## config.mk

```make
export PLATFORM = sky130hd
export DESIGN_NAME = fwd_hazard_scoreboard_flat
export DESIGN_NICKNAME = d
export VERILOG_FILES = /design/src/rtl/fwd_pkg.sv /design/src/rtl/fwd_hazard_scoreboard_if.sv /design/src/rtl/fwd_hazard_scoreboard_match.sv /design/src/rtl/fwd_hazard_scoreboard.sv /design/src/flat_wrapper.sv
export SDC_FILE = /design/constraint.sdc
export NUM_CORES = 1
export LEC_CHECK = 0
export BUFFER_PORTS_ARGS = -buffer_cell sky130_fd_sc_hd__buf_2
export CAP_MARGIN = 20
export CELL_PAD_IN_SITES_DETAIL_PLACEMENT = 0
export CELL_PAD_IN_SITES_GLOBAL_PLACEMENT = 1
export CORE_UTILIZATION = 45
export CTS_CLUSTER_DIAMETER = 100
export CTS_CLUSTER_SIZE = 10
export DETAILED_ROUTE_END_ITERATION = 6
export PLACE_DENSITY_LB_ADDON = 0.25
export SLEW_MARGIN = 5
export SYNTH_ARGS = -nofsm -noshare
export SYNTH_HDL_FRONTEND = slang
export SYNTH_SLANG_ARGS = --single-unit
```

## constraint.sdc

```tcl
create_clock -name clk -period 5.9 [get_ports clk]
set_input_delay 0.59 -clock clk [delete_from_list [all_inputs] [get_ports clk]]
set_output_delay 0.59 -clock clk [all_outputs]
set_load 0.02 [all_outputs]
```

## src/rtl/fwd_pkg.sv

```systemverilog
// Shared types and constants for the forwarding/hazard scoreboard and the
// datapath forward muxes that consume its selects.
package fwd_pkg;

  // Widest register address a pipe entry can hold; narrower tags are zero-extended.
  localparam int FWD_MAX_AW = 8;

  // Select value meaning "take the register-file read".
  localparam int FWD_RF = 0;

  localparam int FWD_REG_AW     = 3;
  localparam int FWD_NUM_SRC    = 3;
  localparam int FWD_DEPTH      = 3;
  localparam int FWD_LOAD_STAGE = 2;
  localparam int FWD_CNTW       = 16;

  typedef struct packed {
    logic                  valid;
    logic                  wr;
    logic                  is_load;
    logic [FWD_MAX_AW-1:0] dst;
  } fwd_entry_t;

  // Select width: encodes FWD_RF plus one value per tracked stage.
  function automatic int fwd_selw(input int depth);
    return (depth < 1) ? 1 : $clog2(depth + 1);
  endfunction

endpackage

```

## src/rtl/fwd_hazard_scoreboard_if.sv

```systemverilog
// ID-side request and EX-side forward-select bundle for the hazard scoreboard.
interface fwd_hazard_scoreboard_if import fwd_pkg::*; #(
  parameter int REG_AW  = FWD_REG_AW,
  parameter int NUM_SRC = FWD_NUM_SRC,
  parameter int DEPTH   = FWD_DEPTH,
  parameter int CNTW    = FWD_CNTW
);
  localparam int SELW = fwd_selw(DEPTH);

  logic                      id_valid;
  logic                      id_wr;
  logic                      id_is_load;
  logic [REG_AW-1:0]         id_dst;
  logic [NUM_SRC*REG_AW-1:0] id_src;
  logic [NUM_SRC-1:0]        id_src_used;
  logic                      flush;

  logic                      stall;
  logic [NUM_SRC*SELW-1:0]   ex_fwd_sel;
  logic                      ex_fwd_valid;
  logic [CNTW-1:0]           stall_count;

  modport master (
    output id_valid, id_wr, id_is_load, id_dst, id_src, id_src_used, flush,
    input  stall, ex_fwd_sel, ex_fwd_valid, stall_count
  );

  modport slave (
    input  id_valid, id_wr, id_is_load, id_dst, id_src, id_src_used, flush,
    output stall, ex_fwd_sel, ex_fwd_valid, stall_count
  );

endinterface

```

## src/rtl/fwd_hazard_scoreboard_match.sv

```systemverilog
// Per-source tag matcher: finds the youngest in-flight writer of one source
// tag and reports where it will sit when the consumer reaches EX.
module fwd_match import fwd_pkg::*; #(
  parameter int REG_AW = FWD_REG_AW,
  parameter int DEPTH  = FWD_DEPTH,
  parameter int SELW   = fwd_selw(FWD_DEPTH)
) (
  input  logic [REG_AW-1:0]      src_tag,
  input  logic                   src_used,
  input  fwd_entry_t [DEPTH-1:0] pipe,
  output logic                   hit,
  output logic [SELW-1:0]        sel,
  output logic                   hit_is_load
);

  always_comb begin
    // NOTE: every output gets a default before any branch, so no path through
    // this block leaves a value unassigned and no latch is inferred.
    hit         = 1'b0;
    sel         = SELW'(FWD_RF);
    hit_is_load = 1'b0;
    // Walk oldest to youngest so the youngest match overwrites older ones.
    if (src_used && (src_tag != '0)) begin
      for (int i = DEPTH - 1; i >= 0; i--) begin
        if (pipe[i].valid && pipe[i].wr && (pipe[i].dst == FWD_MAX_AW'(src_tag))) begin
          hit         = 1'b1;
          sel         = SELW'(i + 1);
          hit_is_load = pipe[i].is_load;
        end
      end
    end
  end

endmodule

```

## src/rtl/fwd_hazard_scoreboard.sv

```systemverilog
// Registered forward-select and load-use stall generator, tracking a shadow
// of destination tags for every stage after ID.
module fwd_hazard_scoreboard import fwd_pkg::*; #(
  parameter int REG_AW     = FWD_REG_AW,
  parameter int NUM_SRC    = FWD_NUM_SRC,
  parameter int DEPTH      = FWD_DEPTH,
  parameter int LOAD_STAGE = FWD_LOAD_STAGE,
  parameter int CNTW       = FWD_CNTW
) (
  input logic                    clk,
  input logic                    rst,
  fwd_hazard_scoreboard_if.slave bus
);

  localparam int SELW = fwd_selw(DEPTH);

  fwd_entry_t [DEPTH-1:0]  p_q, p_d;
  logic [NUM_SRC*SELW-1:0] ex_fwd_sel_q, ex_fwd_sel_d;
  logic                    ex_fwd_valid_q, ex_fwd_valid_d;
  logic [CNTW-1:0]         stall_count_q, stall_count_d;

  logic [NUM_SRC-1:0]      hit;
  logic [NUM_SRC-1:0]      hit_is_load;
  logic [NUM_SRC-1:0]      load_use;
  logic [SELW-1:0]         sel [NUM_SRC];
  logic                    stall;
  logic                    enter;

  for (genvar s = 0; s < NUM_SRC; s++) begin : g_match
    fwd_match #(
      .REG_AW (REG_AW),
      .DEPTH  (DEPTH),
      .SELW   (SELW)
    ) u_match (
      .src_tag     (bus.id_src[s*REG_AW +: REG_AW]),
      .src_used    (bus.id_src_used[s]),
      .pipe        (p_q),
      .hit         (hit[s]),
      .sel         (sel[s]),
      .hit_is_load (hit_is_load[s])
    );
  end

  always_comb begin
    load_use = '0;
    for (int s = 0; s < NUM_SRC; s++) begin
      // Only the winning (youngest) match is examined; an older ALU result
      // never masks a younger load.
      load_use[s] = hit[s] && hit_is_load[s] && (int'(sel[s]) < LOAD_STAGE);
    end

    stall = bus.id_valid && !bus.flush && (|load_use);
    enter = bus.id_valid && !stall && !bus.flush;

    p_d[0] = '{valid:   enter,
               wr:      bus.id_wr,
               is_load: bus.id_is_load,
               dst:     FWD_MAX_AW'(bus.id_dst)};
    for (int i = 1; i < DEPTH; i++) begin
      p_d[i] = p_q[i-1];
    end

    ex_fwd_sel_d = '0;
    if (enter) begin
      for (int s = 0; s < NUM_SRC; s++) begin
        ex_fwd_sel_d[s*SELW +: SELW] = sel[s];
      end
    end
    ex_fwd_valid_d = enter;

    stall_count_d = stall_count_q;
    if (stall && (stall_count_q != {CNTW{1'b1}})) begin
      stall_count_d = stall_count_q + CNTW'(1);
    end
  end

  always_ff @(posedge clk or posedge rst) begin
    // NOTE: state registers use non-blocking assignment so every flop samples
    // the pre-edge values, independent of statement order.
    if (rst) begin
      p_q            <= '0;
      ex_fwd_sel_q   <= '0;
      ex_fwd_valid_q <= 1'b0;
      stall_count_q  <= '0;
    end else begin
      p_q            <= p_d;
      ex_fwd_sel_q   <= ex_fwd_sel_d;
      ex_fwd_valid_q <= ex_fwd_valid_d;
      stall_count_q  <= stall_count_d;
    end
  end

  assign bus.stall        = stall;
  assign bus.ex_fwd_sel   = ex_fwd_sel_q;
  assign bus.ex_fwd_valid = ex_fwd_valid_q;
  assign bus.stall_count  = stall_count_q;

endmodule

```

## src/flat_wrapper.sv

```systemverilog
// flat-port wrapper written by rule: the top's interface ports become plain ports
module fwd_hazard_scoreboard_flat import fwd_pkg::*;
#(
  parameter int REG_AW     = FWD_REG_AW,
  parameter int NUM_SRC    = FWD_NUM_SRC,
  parameter int DEPTH      = FWD_DEPTH,
  parameter int LOAD_STAGE = FWD_LOAD_STAGE,
  parameter int CNTW       = FWD_CNTW
)
  (clk, rst, bus_id_valid, bus_id_wr, bus_id_is_load, bus_id_dst, bus_id_src, bus_id_src_used, bus_flush, bus_stall, bus_ex_fwd_sel, bus_ex_fwd_valid, bus_stall_count);
  fwd_hazard_scoreboard_if #(.REG_AW(REG_AW), .NUM_SRC(NUM_SRC), .DEPTH(DEPTH), .CNTW(CNTW)) bus_i ();
  input logic clk;
  input logic rst;
  input wire logic [$bits(bus_i.id_valid)-1:0] bus_id_valid;
  input wire logic [$bits(bus_i.id_wr)-1:0] bus_id_wr;
  input wire logic [$bits(bus_i.id_is_load)-1:0] bus_id_is_load;
  input wire logic [$bits(bus_i.id_dst)-1:0] bus_id_dst;
  input wire logic [$bits(bus_i.id_src)-1:0] bus_id_src;
  input wire logic [$bits(bus_i.id_src_used)-1:0] bus_id_src_used;
  input wire logic [$bits(bus_i.flush)-1:0] bus_flush;
  output wire logic [$bits(bus_i.stall)-1:0] bus_stall;
  output wire logic [$bits(bus_i.ex_fwd_sel)-1:0] bus_ex_fwd_sel;
  output wire logic [$bits(bus_i.ex_fwd_valid)-1:0] bus_ex_fwd_valid;
  output wire logic [$bits(bus_i.stall_count)-1:0] bus_stall_count;
  assign bus_i.id_valid = bus_id_valid;
  assign bus_i.id_wr = bus_id_wr;
  assign bus_i.id_is_load = bus_id_is_load;
  assign bus_i.id_dst = bus_id_dst;
  assign bus_i.id_src = bus_id_src;
  assign bus_i.id_src_used = bus_id_src_used;
  assign bus_i.flush = bus_flush;
  assign bus_stall = bus_i.stall;
  assign bus_ex_fwd_sel = bus_i.ex_fwd_sel;
  assign bus_ex_fwd_valid = bus_i.ex_fwd_valid;
  assign bus_stall_count = bus_i.stall_count;
  fwd_hazard_scoreboard #(.REG_AW(REG_AW), .NUM_SRC(NUM_SRC), .DEPTH(DEPTH), .LOAD_STAGE(LOAD_STAGE), .CNTW(CNTW)) u_core (.clk(clk), .rst(rst), .bus(bus_i));
endmodule
```

Word-level counts from Yosys, hierarchy flattened
Index checks and enable logic that the tools add are counted.

Mux-type cells: 37. $lt $le $gt $ge: 3. Reductions and logical operators: 32. Add/subtract/negate cells: 1. Equal/unequal tests: 10.

Operators by type and width (count): == test 3 bit (9); logical AND 1 bit (26); 2-to-1 mux 1 bit (24); 2-to-1 mux 2 bit (12); adder 16 x 1 -> 16 bit (second input constant) (1); inequality test 16 bit (second input constant) (1); nonzero test 3 bit (3); < comparator 2 bit (second input constant) (3); 2-to-1 mux 6 bit (1); OR reduction 3 bit (1); zero test 1 bit (2).

Input bits: 21. Register bits: 40. Logic and storage cells: 97.

Logic depth before layout (Yosys ltp)
Gate-level depths: netlist of the first run.

Word-level depth: 14. Gate-level depth with buffers: 6. Gate-level depth less buffers: 6.

Hierarchy
A second synthesis of the first run with hierarchy kept.

Cell total of the unflattened synthesis: 220. Area, all modules: 2352.3 µm².

By module, submodules not included: fwd_hazard_scoreboard (area each 1560.2 µm², seq. area each 1001.0 µm², instances 1, cells each 112); fwd_match (area each 264.0 µm², seq. area each 0.0 µm², instances 3, cells each 36).

Worst setup path before layout of the first run
No wires, ideal clock.

Path kind: input-to-output. Start: in bus_id_src[0]. End: out bus_stall. Buffers on the path: 1. Cell stages on the path: 5. Arrival time: 1.717 ns. Slack: 3.593 ns. Cells stage by stage: o31ai_2 -> nor4_2 -> o31ai_2 -> buf_6 -> inv_1.

Cells in the longest elaborated chain, start to end: 10. Elaborated cells on any way between the ends: 25.

Ends and longest elaborated chain: start, declared (line flat_wrapper.sv:18) `input wire logic [$bits(bus_i.id_src)-1:0] bus_id_src;`; == test 3 bit (line fwd_hazard_scoreboard_match.sv:25) `if (pipe[i].valid && pipe[i].wr && (pipe[i].dst == FWD_MAX_AW'(src_tag))) begin`; logical AND 1 bit (line fwd_hazard_scoreboard_match.sv:25); 2-to-1 mux 2 bit or 2-to-1 mux 1 bit (tied branches) (3 in series) (line fwd_hazard_scoreboard_match.sv:25); 2-to-1 mux 2 bit or 2-to-1 mux 1 bit (tied branches) (line fwd_hazard_scoreboard_match.sv:23) `if (src_used && (src_tag != '0)) begin`; < comparator 2 bit or logical AND 1 bit (tied branches) (line fwd_hazard_scoreboard.sv:49) `load_use[s] = hit[s] && hit_is_load[s] && (int'(sel[s]) < LOAD_STAGE);`; logical AND 1 bit (*) (line fwd_hazard_scoreboard.sv:49); OR reduction 3 bit (*) (line fwd_hazard_scoreboard.sv:52) `stall = bus.id_valid && !bus.flush && (|load_use);`; logical AND 1 bit (*) (line fwd_hazard_scoreboard.sv:52); end, declared (line flat_wrapper.sv:21) `output wire logic [$bits(bus_i.stall)-1:0] bus_stall;`.

Mark *: on every way between the ends. The rest lies on a longest branch, timed or not.

Final worst setup path of the first run
Same ends and word-level chain as after synthesis.

==> results of run 1 <==
[logic make-up after synthesis]
family / count (synthesis)
AND/OR/NAND/NOR: 57
adder cells (fa/ha/maj): 1
XOR/XNOR: 42
flip-flops: 38
AO/OA/AOI/OAI: 13
multiplexers: 1
buffers and inverters: 6
[cells in the final DEF, fill, tap and decap left out, types with 3 or more instances in the layout]
| cell type | instances |
|---|---|
| a21oi_1 | 3 |
| buf_2 | 44 |
| clkbuf_8 | 5 |
| dfrtp_1 | 38 |
| inv_1 | 5 |
| nand2_1 | 6 |
| nand3_1 | 5 |
| nand4_1 | 5 |
| nor2_1 | 3 |
| nor3_1 | 8 |
| nor4_1 | 9 |
| xnor2_1 | 13 |
| xor2_1 | 29 |
[worst paths after layout]
check,from,endpoint,slack [ps],depth (start not counted)
min in group asynchronous,rst,u_core.bus.stall_count[15],400,3
hold / removal,u_core.p_d[32],u_core.p_q[32],370,0
setup reg to reg,u_core.bus.stall_count[0],u_core.bus.stall_count[1],3630,6
setup / recovery,bus_id_src[0],bus_stall,3030,7
max in group asynchronous,rst,u_core.p_d[22],5160,3
hold reg to reg,u_core.p_d[32],u_core.p_q[32],370,0
[power groups by stage]
stage	Sequential, uW	Combinational, uW	Clock, uW
after floorplan	286	32.8	0
after global placement	284	59.8	0
after detailed placement	284	59.5	0
after CTS	279	60.0	218
after global routing	281	66.0	229
final	279	59.2	215
[layer usage]
metal / vias to the layer above / part of all wire / wire length (um) / track usage
met5: - / 0 / 0 / 0
met1: 671 / 0.48 / 1940 / 0.265
met3: 5 / 0.040 / 162 / 0.0456
met2: 34 / 0.46 / 1870 / 0.298
li1: 672 / - / - / -
met4: 0 / 0.014 / 57 / 0.0911
[stage by stage]
step | cells | hold WS (ps) | util | setup slack, ps
CTS | 260 | 372 | 0.571 | 2760
detailed placement | 252 | 356 | 0.545 | 2760
floorplan | 158 | 347 | - | 3590
global route | 261 | 393 | 0.574 | 2910
global placement | 252 | 357 | 0.545 | 2850
finish | 261 | 372 | 0.574 | 3030
[sequential cells by signal, indices dropped and copies added (netlist names)]
register	flops
u_core.p_q	5
u_core.bus.ex_fwd_sel	6
u_core.p_d	11
u_core.bus.stall_count	16
[layout make-up]
| type | instances | area, sq um |
|---|---|---|
| tap | 50 | 62.6 |
| clock inverter | 3 | 40.0 |
| sequential | 38 | 951 |
| inverter | 5 | 18.8 |
| fill | 373 | 1740 |
| timing repair buffer | 46 | 239 |
| multi-input combinational | 114 | 966 |
| clock buffer | 5 | 68.8 |
==> results.json, run 1 <==
{
  "cts_inserted_buffers": 5,
  "cts_setup_buffers": 0,
  "worstSetupEndpointType": "primary output",
  "grt_overflow": 0,
  "worst_ep_required_time_ps": 5310,
  "wire_per_inst_um": 15.4,
  "synth_seq_cells": 38,
  "timing.fmax_ghz": 0.348,
  "synth_most_common_cell": "dfrtp_1",
  "fin_crit_sh": 0.487,
  "synth-async-reset-ratio": 1.00,
  "antenna_found_initial": 0,
  "synth_top_area_share": 0.488,
  "slowest_delay_ps": 590,
  "outcome": "completed",
  "synth_area_sq_mm": 0.00195,
  "cts_root_buffer": "clkbuf_8",
  "htree_levels": 2,
  "power.leakage_uw": 0.00110,
  "synth_fp_nets": 180,
  "rsz0062_at_grt": "false",
  "power_uw": 553,
  "dieArea_sq_mm": 0.00459,
  "synthAdderAreaFrac": 0.00643,
  "drv_cap": 0,
  "synth_commonest_cells": "dfrtp_1, xor2_1, xnor2_1",
  "clk_latency_ps": 290,
  "clock_path_buffers": 2,
  "pwr-share-comb": 0.107,
  "finalMaxSlewViolations": 0,
  "synth_mux_area_frac": 0.00578,
  "synth_cell_types": 37,
  "start_util": 0.476,
  "clock_power_share": 0.388,
  "drive_gt1_frac": 0.351,
  "cp_data_arrival_time_ps": 2280,
  "switching_share": 0.246,
  "synth_edf_count": 0,
  "cp-start-kind": "primary input",
  "setup_viol": 0,
  "p_seq_frac": 0.505,
  "drtAntennaViolNets": 0,
  "grt_max_degree": 39,
  "cp_cell_sequence": "buf_2 -> o31ai_2 -> nor4_2 -> o31ai_2 -> buf_6 -> inv_1 -> buf_2",
  "max_slew_margin": 0.534,
  "netlist_instances": 158,
  "nets": 232,
  "io_buffers": 44,
  "drt_iter0_markers": 76,
  "final_cell_area_sq_mm": 0.00235,
  "ys_warn_count": 0,
  "gp_congestion": 0.959,
  "die_w_um": 67.8,
  "grt_pass1_vias": 1362,
  "path_buf_inv": 4,
  "cp_top_family": "compound AO/OA/AOI/OAI gates",
  "finClkSkew_ps": 7.44,
  "avgSynthCellArea_sq_um": 12.3,
  "core_sq_mm": 0.00409,
  "area_growth_pct": 20.5,
  "vdd_drop_max_uv": 161,
  "power_density_mw_per_mm2": 236,
  "io_pins": 45,
  "die_h_um": 67.8,
  "path_class": "in2out",
  "holdCritPathClass": "reg2reg",
  "drc_errors": 0,
  "postCtsHoldBufs": 0,
  "internal_power_uw": 417,
  "setup_tns_ps": 0,
  "vias": 1382,
  "synth_top_area_cell": "dfrtp_1",
  "cts_sinks": 38,
  "worst_slew_pin_slew_ps": 695,
  "ctsResizeCount": 0,
  "synthXorXnorAreaFrac": 0.189,
  "antennaDiodeCount": 0,
  "slowest_stage": "o31ai_2",
  "clkTransAtPathRegs_ps": 70,
  "ys_seq_area_frac": 0.488,
  "synth_top_family_by_area": "simple AND/OR/NAND/NOR gates",
  "hold_viol": 0,
  "vias_per_cell": 5.30,
  "synth_area_leaders": "dfrtp_1, xor2_1, xnor2_1",
  "cts_tree": "done",
  "switchingPower_uw": 136,
  "place_hpwl_mm": 3.06,
  "grt_pass1_wl_mm": 6.50,
  "place_area_sq_mm": 0.00223,
  "synth-simple-area-share": 0.199,
  "path_max_fanout": 8,
  "postSynth.topFlopCell": "dfrtp_1",
  "synth-compound-area-share": 0.0964,
  "drtPass1Iterations": 4,
  "grt.total_usage": 0.197,
  "rows": 23,
  "period_needed_ps": 2870,
  "wl_mm": 4.03
}
Note: power is estimated with default switching activity, not from simulation.
==> run 2: changes to the inputs <==
--- a/config.mk
+++ b/config.mk
@@ -9,7 +9,7 @@
 export CAP_MARGIN = 20
 export CELL_PAD_IN_SITES_DETAIL_PLACEMENT = 0
 export CELL_PAD_IN_SITES_GLOBAL_PLACEMENT = 1
-export CORE_UTILIZATION = 45
+export CORE_UTILIZATION = 42
 export CTS_CLUSTER_DIAMETER = 100
 export CTS_CLUSTER_SIZE = 10
 export DETAILED_ROUTE_END_ITERATION = 6
==> constraint.sdc (replaced) <==
create_clock -name clk -period 2.65 [get_ports clk]
set_input_delay 0.265 -clock clk [delete_from_list [all_inputs] [get_ports clk]]
set_output_delay 0.265 -clock clk [all_outputs]
set_load 0.02 [all_outputs]
==> run 2 against run 1 <==
Compared with the run above:
- total power is 110% higher
- wire length is 4.7% lower
- via count is 1.3% higher
- flip-flop and latch count stayed put
- worst setup slack worse by 2800 ps
- cell count is 1.1% higher
- non-clock buffer count is 1 higher
- final area is 0.32% lower
- hold slack worse by 290 ps
- first-iteration DRC count is 20% lower
- register-to-register slack worse by 3200 ps
- count of clock-buffer cells in the layout is 2 higher
- critical endpoint unchanged
- largest power group unchanged
- highest routed layer unchanged
==> results.json, run 2 (synthesized netlist as in run 1, its figures left out) <==
{
  "timing.fmax_ghz": 0.419,
  "largest_reg_flops": 16,
  "vias": 1400,
  "drtAntennaViolNets": 0,
  "final_cell_mix": "buf_2, dfrtp_1, xor2_1",
  "holdCritPathClass": "in2reg",
  "start_util": 0.441,
  "pre_cts_ws_ps": 410,
  "fin_cells": 264,
  "worstSetupEndpointType": "primary output",
  "clock_path_buffers": 2,
  "drc_errors": 0,
  "r2r_cells": 6,
  "finalMaxSlewViolations": 0,
  "die_h_um": 70.1,
  "grt_pass1_vias": 1405,
  "ctsResizeCount": 0,
  "period_needed_ps": 2380,
  "grt_max_degree": 39,
  "cts_inserted_buffers": 5,
  "nets": 233,
  "antenna_found_initial": 0,
  "clk_latency_ps": 280,
  "cts_setup_buffers": 0,
  "fin_crit_sh": 0.900,
  "holdCritStartpoint": "bus_id_dst[1]",
  "outcome": "completed",
  "die_w_um": 70.1,
  "rsz0062_at_grt": "false",
  "antennaDiodeCount": 0,
  "whs_endpoint": "u_core.p_d[12]",
  "worst_slew_pin_slew_ps": 646,
  "vdd_drop_max_uv": 300,
  "drive_gt1_frac": 0.349,
  "max_slew_margin": 0.567,
  "power.leakage_uw": 0.00109,
  "clkTransAtPathRegs_ps": 70,
  "postCtsHoldBufs": 0,
  "cts_root_buffer": "clkbuf_8",
  "finClkSkew_ps": 4.94,
  "gp_congestion": 0.903,
  "min_path_cells": 1,
  "wire_per_inst_um": 14.5,
  "dieArea_sq_mm": 0.00491,
  "path_class": "reg2out",
  "drv_cap": 0,
  "final_common_cell": "buf_2",
  "final.fill_count": 401,
  "setup_tns_ps": 0,
  "path_max_fanout": 8,
  "dp_cells": 256,
  "place_hpwl_mm": 3.00,
  "area_growth_pct": 20.1,
  "r2r_setup_slack_ps": 400,
  "grt.total_usage": 0.177,
  "worst_ep_required_time_ps": 2380,
  "cp_data_arrival_time_ps": 2120,
  "cts_tree": "done",
  "power_density_mw_per_mm2": 490,
  "drtPass1Iterations": 6,
  "hold_viol": 0,
  "grt_pass1_wl_mm": 6.77,
  "rows": 24,
  "setup_viol": 0,
  "io_pins": 45,
  "cp-start-kind": "register",
  "htree_levels": 2,
  "setup_ws_ps": 266,
  "vias_per_cell": 5.30,
  "r2r-end": "u_core.bus.stall_count[1]",
  "core_sq_mm": 0.00441,
  "cts_sinks": 38,
  "io_buffers": 44,
  "drt_iter0_markers": 61,
  "rr_startpoint": "u_core.bus.stall_count[0]",
  "grt_overflow": 0,
  "wl_mm": 3.84
}
## run 2: worst max path at each step
stage,start,slack [ps],end
finish,u_core.p_d[11],270,bus_stall
global route,u_core.p_d[12],130,bus_stall
CTS,u_core.p_d[11],260,bus_stall
detailed placement,u_core.bus.stall_count[0],410,u_core.bus.stall_count[1]
global placement,bus_id_src[3],220,u_core.bus.stall_count[1]
floorplan,u_core.bus.stall_count[0],490,u_core.bus.stall_count[1]
## run 2: critical path, cell delays in order, from the launching register on
cell,delay (ps)
dfrtp_1,440
xor2_1,240
nor4_1,120
o31ai_2,610
buf_6,230
inv_1,40
buf_2,150
## run 2: final cells by class
cell class	instances	area, sq um	area share
sequential	38	951	0.407
tap	52	65.1	0.0278
clock inverter	1	5.00	0.00214
multi-input combinational	114	966	0.413
inverter	5	18.8	0.00803
clock buffer	7	86.3	0.0369
timing repair buffer	47	246	0.105
## run 2: power breakdown
part | total (uW) | internal [uW] | switching (uW)
clock | 393 | 209 | 184
combinational | 131 | 53.5 | 77.7
sequential | 622 | 599 | 23.3
total | 1150 | 862 | 284
## run 2: through the flow
step	total power (uW)	utilization	hold slack, ps	instance area [sq um]
CTS	1170	0.530	76.0	2340
floorplan	710	-	296	1950
global placement	763	0.507	352	2240
finish	1150	0.530	84.6	2340
detailed placement	766	0.509	356	2250
global route	1200	0.530	73.8	2340
## run 2: metal layers
metal / part of all wire / GRT usage / up-vias
li1: - / - / 674
met1: 0.47 / 0.247 / 671
met5: 0 / 0 / -
met2: 0.46 / 0.264 / 45
met3: 0.052 / 0.0476 / 10
met4: 0.017 / 0.0689 / 0
